[src/rtl/alu_pkg.sv]
// Shared definitions for the ALU command sequencer: opcode map, default width,
// sequencer state encoding and the opcode legality check.
package alu_pkg;

    localparam int unsigned ALU_WIDTH = 32;

    localparam logic [4:0] OP_ADD        = 5'b00001;
    localparam logic [4:0] OP_ADD_CIN    = 5'b00010;
    localparam logic [4:0] OP_SUB        = 5'b00011;
    localparam logic [4:0] OP_SUB_BORROW = 5'b00100;
    localparam logic [4:0] OP_INC_A      = 5'b00101;
    localparam logic [4:0] OP_DEC_A      = 5'b00110;
    localparam logic [4:0] OP_EQUAL_A    = 5'b00111;
    localparam logic [4:0] OP_EQUAL_B    = 5'b01000;
    localparam logic [4:0] OP_AND        = 5'b01001;
    localparam logic [4:0] OP_OR         = 5'b01010;
    localparam logic [4:0] OP_XOR        = 5'b01011;
    localparam logic [4:0] OP_NOT_A      = 5'b01100;
    localparam logic [4:0] OP_SHL        = 5'b01101;
    localparam logic [4:0] OP_SHR        = 5'b01110;
    localparam logic [4:0] OP_NAND       = 5'b01111;
    localparam logic [4:0] OP_NOR        = 5'b10000;

    typedef enum logic [1:0] {
        ST_IDLE  = 2'd0,
        ST_DRIVE = 2'd1,
        ST_RESP  = 2'd2
    } seq_state_e;

    function automatic logic op_is_legal(input logic [4:0] op);
        return (op >= OP_ADD) && (op <= OP_NOR);
    endfunction

endpackage

[src/rtl/alu_cmd_sequencer.sv]
// Accepts one ALU command, drives it to an external ALU for one cycle, captures
// the result and holds it until the response is taken; keeps a result accumulator.
module alu_cmd_sequencer
    import alu_pkg::*;
#(
    parameter int unsigned WIDTH = ALU_WIDTH
) (
    input  logic             clk,
    input  logic             rst,
    input  logic             cmd_valid,
    output logic             cmd_ready,
    input  logic [4:0]       cmd_op,
    input  logic [WIDTH-1:0] cmd_a,
    input  logic [WIDTH-1:0] cmd_b,
    input  logic             cmd_cin,
    input  logic             cmd_use_acc,
    output logic [WIDTH-1:0] alu_A,
    output logic [WIDTH-1:0] alu_B,
    output logic             alu_Cin,
    output logic [4:0]       alu_Card,
    input  logic [WIDTH-1:0] alu_F,
    input  logic             alu_Cout,
    input  logic             alu_Zero,
    output logic             rsp_valid,
    input  logic             rsp_ready,
    output logic [WIDTH-1:0] rsp_f,
    output logic             rsp_cout,
    output logic             rsp_zero,
    output logic             rsp_err,
    output logic             busy
);

    seq_state_e       state_q, state_d;
    logic [WIDTH-1:0] acc_q, acc_d;
    logic [WIDTH-1:0] alu_a_q, alu_a_d;
    logic [WIDTH-1:0] alu_b_q, alu_b_d;
    logic             alu_cin_q, alu_cin_d;
    logic [4:0]       alu_card_q, alu_card_d;
    logic [WIDTH-1:0] rsp_f_q, rsp_f_d;
    logic             rsp_cout_q, rsp_cout_d;
    logic             rsp_zero_q, rsp_zero_d;
    logic             rsp_err_q, rsp_err_d;
    logic             op_legal;
    logic             op_has_carry;

    assign op_legal     = op_is_legal(alu_card_q);
    assign op_has_carry = (alu_card_q == OP_ADD) || (alu_card_q == OP_ADD_CIN);

    // NOTE: every next-state signal is defaulted to its current value first so no
    // path through the case leaves one unassigned, which would infer a latch.
    always_comb begin
        state_d    = state_q;
        acc_d      = acc_q;
        alu_a_d    = alu_a_q;
        alu_b_d    = alu_b_q;
        alu_cin_d  = alu_cin_q;
        alu_card_d = alu_card_q;
        rsp_f_d    = rsp_f_q;
        rsp_cout_d = rsp_cout_q;
        rsp_zero_d = rsp_zero_q;
        rsp_err_d  = rsp_err_q;

        case (state_q)
            ST_IDLE: begin
                if (cmd_valid) begin
                    alu_a_d    = cmd_use_acc ? acc_q : cmd_a;
                    alu_b_d    = cmd_b;
                    alu_cin_d  = cmd_cin;
                    alu_card_d = cmd_op;
                    state_d    = ST_DRIVE;
                end
            end
            ST_DRIVE: begin
                // Illegal opcodes report a fixed error pattern and leave the accumulator alone.
                if (op_legal) begin
                    rsp_f_d    = alu_F;
                    rsp_cout_d = op_has_carry ? alu_Cout : 1'b0;
                    rsp_zero_d = alu_Zero;
                    rsp_err_d  = 1'b0;
                    acc_d      = alu_F;
                end else begin
                    rsp_f_d    = '1;
                    rsp_cout_d = 1'b0;
                    rsp_zero_d = 1'b0;
                    rsp_err_d  = 1'b1;
                end
                state_d = ST_RESP;
            end
            ST_RESP: begin
                if (rsp_ready) begin
                    state_d = ST_IDLE;
                end
            end
            default: state_d = ST_IDLE;
        endcase
    end

    // NOTE: sequential state uses non-blocking assignments so all registers update
    // together from values sampled before the edge.
    always_ff @(posedge clk or posedge rst) begin
        if (rst) begin
            state_q    <= ST_IDLE;
            acc_q      <= '0;
            alu_a_q    <= '0;
            alu_b_q    <= '0;
            alu_cin_q  <= 1'b0;
            alu_card_q <= '0;
            rsp_f_q    <= '0;
            rsp_cout_q <= 1'b0;
            rsp_zero_q <= 1'b0;
            rsp_err_q  <= 1'b0;
        end else begin
            state_q    <= state_d;
            acc_q      <= acc_d;
            alu_a_q    <= alu_a_d;
            alu_b_q    <= alu_b_d;
            alu_cin_q  <= alu_cin_d;
            alu_card_q <= alu_card_d;
            rsp_f_q    <= rsp_f_d;
            rsp_cout_q <= rsp_cout_d;
            rsp_zero_q <= rsp_zero_d;
            rsp_err_q  <= rsp_err_d;
        end
    end

    assign cmd_ready = (state_q == ST_IDLE);
    assign busy      = (state_q != ST_IDLE);
    assign rsp_valid = (state_q == ST_RESP);
    assign alu_A     = alu_a_q;
    assign alu_B     = alu_b_q;
    assign alu_Cin   = alu_cin_q;
    assign alu_Card  = alu_card_q;
    assign rsp_f     = rsp_f_q;
    assign rsp_cout  = rsp_cout_q;
    assign rsp_zero  = rsp_zero_q;
    assign rsp_err   = rsp_err_q;

endmodule

[config.mk]
export PLATFORM = sky130hd
export DESIGN_NAME = alu_cmd_sequencer
export DESIGN_NICKNAME = d
export VERILOG_FILES = /design/src/rtl/alu_pkg.sv /design/src/rtl/alu_cmd_sequencer.sv
export SDC_FILE = /design/constraint.sdc
export NUM_CORES = 1
export LEC_CHECK = 0
export ABC_AREA = 1
export BUFFER_PORTS_ARGS = -buffer_cell sky130_fd_sc_hd__clkbuf_2
export CAP_MARGIN = 25
export CORE_MARGIN = 2
export CORE_UTILIZATION = 30
export DETAILED_ROUTE_END_ITERATION = 10
export GPL_ROUTABILITY_DRIVEN = 0
export PLACE_DENSITY = 0.61
export RECOVER_POWER = 100
export SYNTH_ARGS = -nofsm -noshare
export SYNTH_HDL_FRONTEND = slang
export SYNTH_SLANG_ARGS = --single-unit
[constraint.sdc]
create_clock -name clk -period 6.8 [get_ports clk]
set_input_delay 0.68 -clock clk [delete_from_list [all_inputs] [get_ports clk]]
set_output_delay 0.68 -clock clk [all_outputs]
set_load 0.02 [all_outputs]
==> reports/summary.md <==
The clock skew after layout was 0.0178 ns. The logs give 0 for the hold violation total from the final report and 92 for the pin count of the biggest net entering global routing. The net count after synthesis came out at 856. The all-layer global routing usage came out at 16.5%. The average instance in the mapped netlist occupies 8.23 sq um.

Dividing the detail-routed via count by the number of cells gives 4.21. In this run the clock root is driven by a sky130_fd_sc_hd__clkbuf_16. Post-synthesis sequential element count: 139. The share of the core filled with cells came out at 38.6%.

The via count of the first global-routing pass was 5047. In this run the deepest clock path goes through 2 buffers. The remaining routing DRC violations was 0; the share of Yosys cell area claimed by the top area cell type was 56.6%. In this run, post-CTS repair resized a total of 0 instances.

The tools report the category of the worst setup path capture point as a flip-flop. The floorplan step set the die height to 147 um. The starting utilization of the core area came out at 30.5%. Synthesis warning total: 0. The net switching power is 1.78 mW, and the number of buffers inserted by port buffering is 216. The run finished, with violations left. The actual slew at the worst max-slew pin is 4.12 ns. The post-route fraction of the period consumed by the critical path was 58.7%. The via total after detailed routing was 5153. Setup repair after global routing left no endpoint under its margin. Headroom to the max-slew limit came out at -176%.

STA puts the critical path data required time at 7.10 ns. The final reports fail on capacitance limit, slew limit. In this run the post-CTS setup repair buffer count came out at 0.

The pre-antenna-repair detailed-routing pass consisted of 4 iterations. The largest stage delay on the critical path is 1.91 ns, and the share of synthesized area occupied by flip-flops and latches is 56.6%. Subtracting the final worst setup slack from the clock period gives 3.99 ns.

The clock group share of total power was 23.6%. On the critical path, the stage with the largest delay is an instance of sky130_fd_sc_hd__clkbuf_1. After legalization and detailed placement, the total HPWL measured 12.1 mm. The cell area that synthesis handed to floorplanning was 6150 sq um. For the total congestion overflow, the log shows 0. The logic gate share of total power was 40.4%.

The proportion of synthesized flip-flops having asynchronous set or reset is 100%, and the max-slew violation total from the final report is 237. The area added between synthesis and finish was 26.6%. For this design the top-level I/O count stands at 217. The area of the die is 21600 sq um. TritonCTS built the clock tree. Counting distinct cell types in the post-synthesis netlist gives 20. The tool flagged a number of max-cap violations equal to 3. The worst setup path category is flip-flop to flip-flop. The tools report the startpoint kind of the worst setup timing path as a flip-flop. sky130_fd_sc_hd__dfrtp_1 takes more of the synthesized area than any other cell. The run gives 0 as the post-detailed-route count of antenna-violating nets.

The most repeated cell in the gate-level netlist after synthesis is sky130_fd_sc_hd__nand2_1. Clock latency on the worst-skew pair, taken at its later pin, is 0.42 ns. The worst hold path belongs to the class input port to flip-flop. Hold repair after CTS inserted 0 buffers. Traced cell by cell, the critical path runs through inv_1 -> nor2_4 -> clkbuf_1 -> nand3_2 -> nor2b_1. Cell leakage power: 4.18 nW. The detailed-route wire length per cell came out at 14.2 um. The floorplan step set the die width to 147 um.

For this design, the sink count on the clock tree is 139. For the worst supply voltage drop on vdd, the log shows 0.190 mV. For the fmax, the log shows 0.250 GHz. Timing analysis after detailed placement gives a worst setup slack of 4.42 ns. After routing the design area is 7780 sq um. The total area inside the core boundary comes to 20200 sq um. The first global-routing pass estimated 27.9 mm of wire.

The largest fanout on the critical path is 68, and the cell count after synthesis is 747. The power density relative to cell area was 527 nW/um^2; the global routing met2 resource utilization was 23.3%. Sequential cells account for 35.9% of the total power. The run gives 52 as the floorplan row count. The power consumption is 4.10 mW, and the share of post-route cells with drive strength above 1 is 15.8%.

The tools report the fill cell total of the finished layout as 2169. The H-tree generated during clock tree synthesis spans 4 levels. By area the synthesized netlist is led by sky130_fd_sc_hd__dfrtp_1 (57%), sky130_fd_sc_hd__nand2_1 (21%), sky130_fd_sc_hd__o21ai_0 (4.5%), sky130_fd_sc_hd__inv_1 (4.3%), sky130_fd_sc_hd__nand4_1 (3.5%). The area of placed instances came out at 7290 sq um. For the least setup slack across all paths after layout, the log shows 2.81 ns. Most crowded layer after global routing: met1. For this run, the post-layout net count is 1048.

Buffers inserted during clock tree synthesis total 17. Net switching is 43.3% of the power. By count the netlist is led by sky130_fd_sc_hd__nand2_1 (343), sky130_fd_sc_hd__dfrtp_1 (139), sky130_fd_sc_hd__inv_1 (70), sky130_fd_sc_hd__o21ai_0 (55), sky130_fd_sc_hd__nand4_1 (34). Data on the critical path arrives at its endpoint at 4.29 ns.

The initial antenna violation count was 1; the iteration-0 DRC count of the detailed router was 300. Global routing used 24.0% of the available met1 tracks. Cell internal power was estimated by the tool at 2.33 mW. The most used flip-flop cell after synthesis was sky130_fd_sc_hd__dfrtp_1. Setup total negative slack on the finished layout was measured at 0 ns.

Wires add up to 17.4 mm. Setup violations remaining at the end of the flow were counted as 0. Clock transition at the registers of the reported paths: 0.06 ns. Global routing used 3.26% of the available met3 tracks. In this run, synthesis inferred 0 flip-flops with an integrated enable.
-- metrics by stage --
| step | std cells | hold WS, ns |
|---|---|---|
| 2_1_floorplan | 747 | 0.442 |
| 3_3_place_gp | 1189 | 0.456 |
| 3_5_place_dp | 1189 | 0.460 |
| 4_1_cts | 1221 | 0.426 |
| 5_1_grt | 1223 | 0.450 |
| 6_report | 1223 | 0.442 |
-- routing by layer --
layer	vias to the layer above	wire length (um)
met3	30	672
met1	2302	8540
li1	2699	-
met5	-	0
met2	122	7630
met4	0	558
-- power groups by stage --
stage | Sequential (mW) | Combinational (mW) | Clock [mW]
final | 1.47 | 1.66 | 0.970
after global routing | 1.53 | 1.87 | 1.02
after CTS | 1.48 | 1.76 | 0.992
after detailed placement | 1.49 | 1.76 | 0
after global placement | 1.48 | 1.74 | 0
after floorplan | 1.84 | 0.877 | 0
-- flip-flops by register name, summed over array words and instances, names as in the netlist --
name / cells
alu_A: 32
alu_Cin: 1
alu_Card: 5
alu_B: 32
rsp_zero: 1
acc_q: 32
rsp_f: 32
rsp_err: 1
rsp_cout: 1
state_q: 2
-- final timing paths --
check	start	cells after the start	slack, ns	to
setup / recovery	state_q[0]	5	2.81	rsp_err
hold / removal	rsp_ready	2	0.44	state_q[1]
setup reg to reg	state_q[0]	5	2.81	rsp_err
hold reg to reg	acc_q[11]	2	0.47	acc_q[11]
max in group asynchronous	rst	3	3.34	acc_q[10]
min in group asynchronous	rst	2	1.47	alu_B[4]
-- logic make-up (layout without fill, tap and decap cells) --
family	after synthesis	count (layout)	synth area share, %
simple gates	419	419	28.2
other cells	0	1	0
compound gates	67	67	5.46
buf+inv	122	327	9.71
flops	139	139	56.6
-- critical path: cells and delay by family, from the launching register on --
family / cells / cell delay (ns)
flip-flops: 1 / 0.37
buffers and inverters: 2 / 2.00
AND/OR/NAND/NOR: 3 / 1.48
-- cells in the final DEF, fill, tap and decap left out, drive strengths merged --
cell	synthesis	routed
nand3	34	34
nor2	6	6
clkinv	0	4
diode	0	1
nand4	34	34
o21ai	67	67
clkbuf	6	243
nand2	344	344
clkinvlp	0	1
dfrtp	139	139
nor2b	1	1
buf	43	4
inv	73	72
bufinv	0	3
-- area by class of cell --
class | count | area, sq um | area share, %
multi-input combinational | 486 | 2060 | 26.5
tap | 270 | 338 | 4.34
clock buffer | 25 | 505 | 6.50
antenna | 1 | 2.50 | 0.0322
clock inverter | 7 | 110 | 1.42
inverter | 73 | 278 | 3.57
timing repair buffer | 222 | 1000 | 12.9
sequential | 139 | 3480 | 44.7
Power figures use the tool's default switching activity.
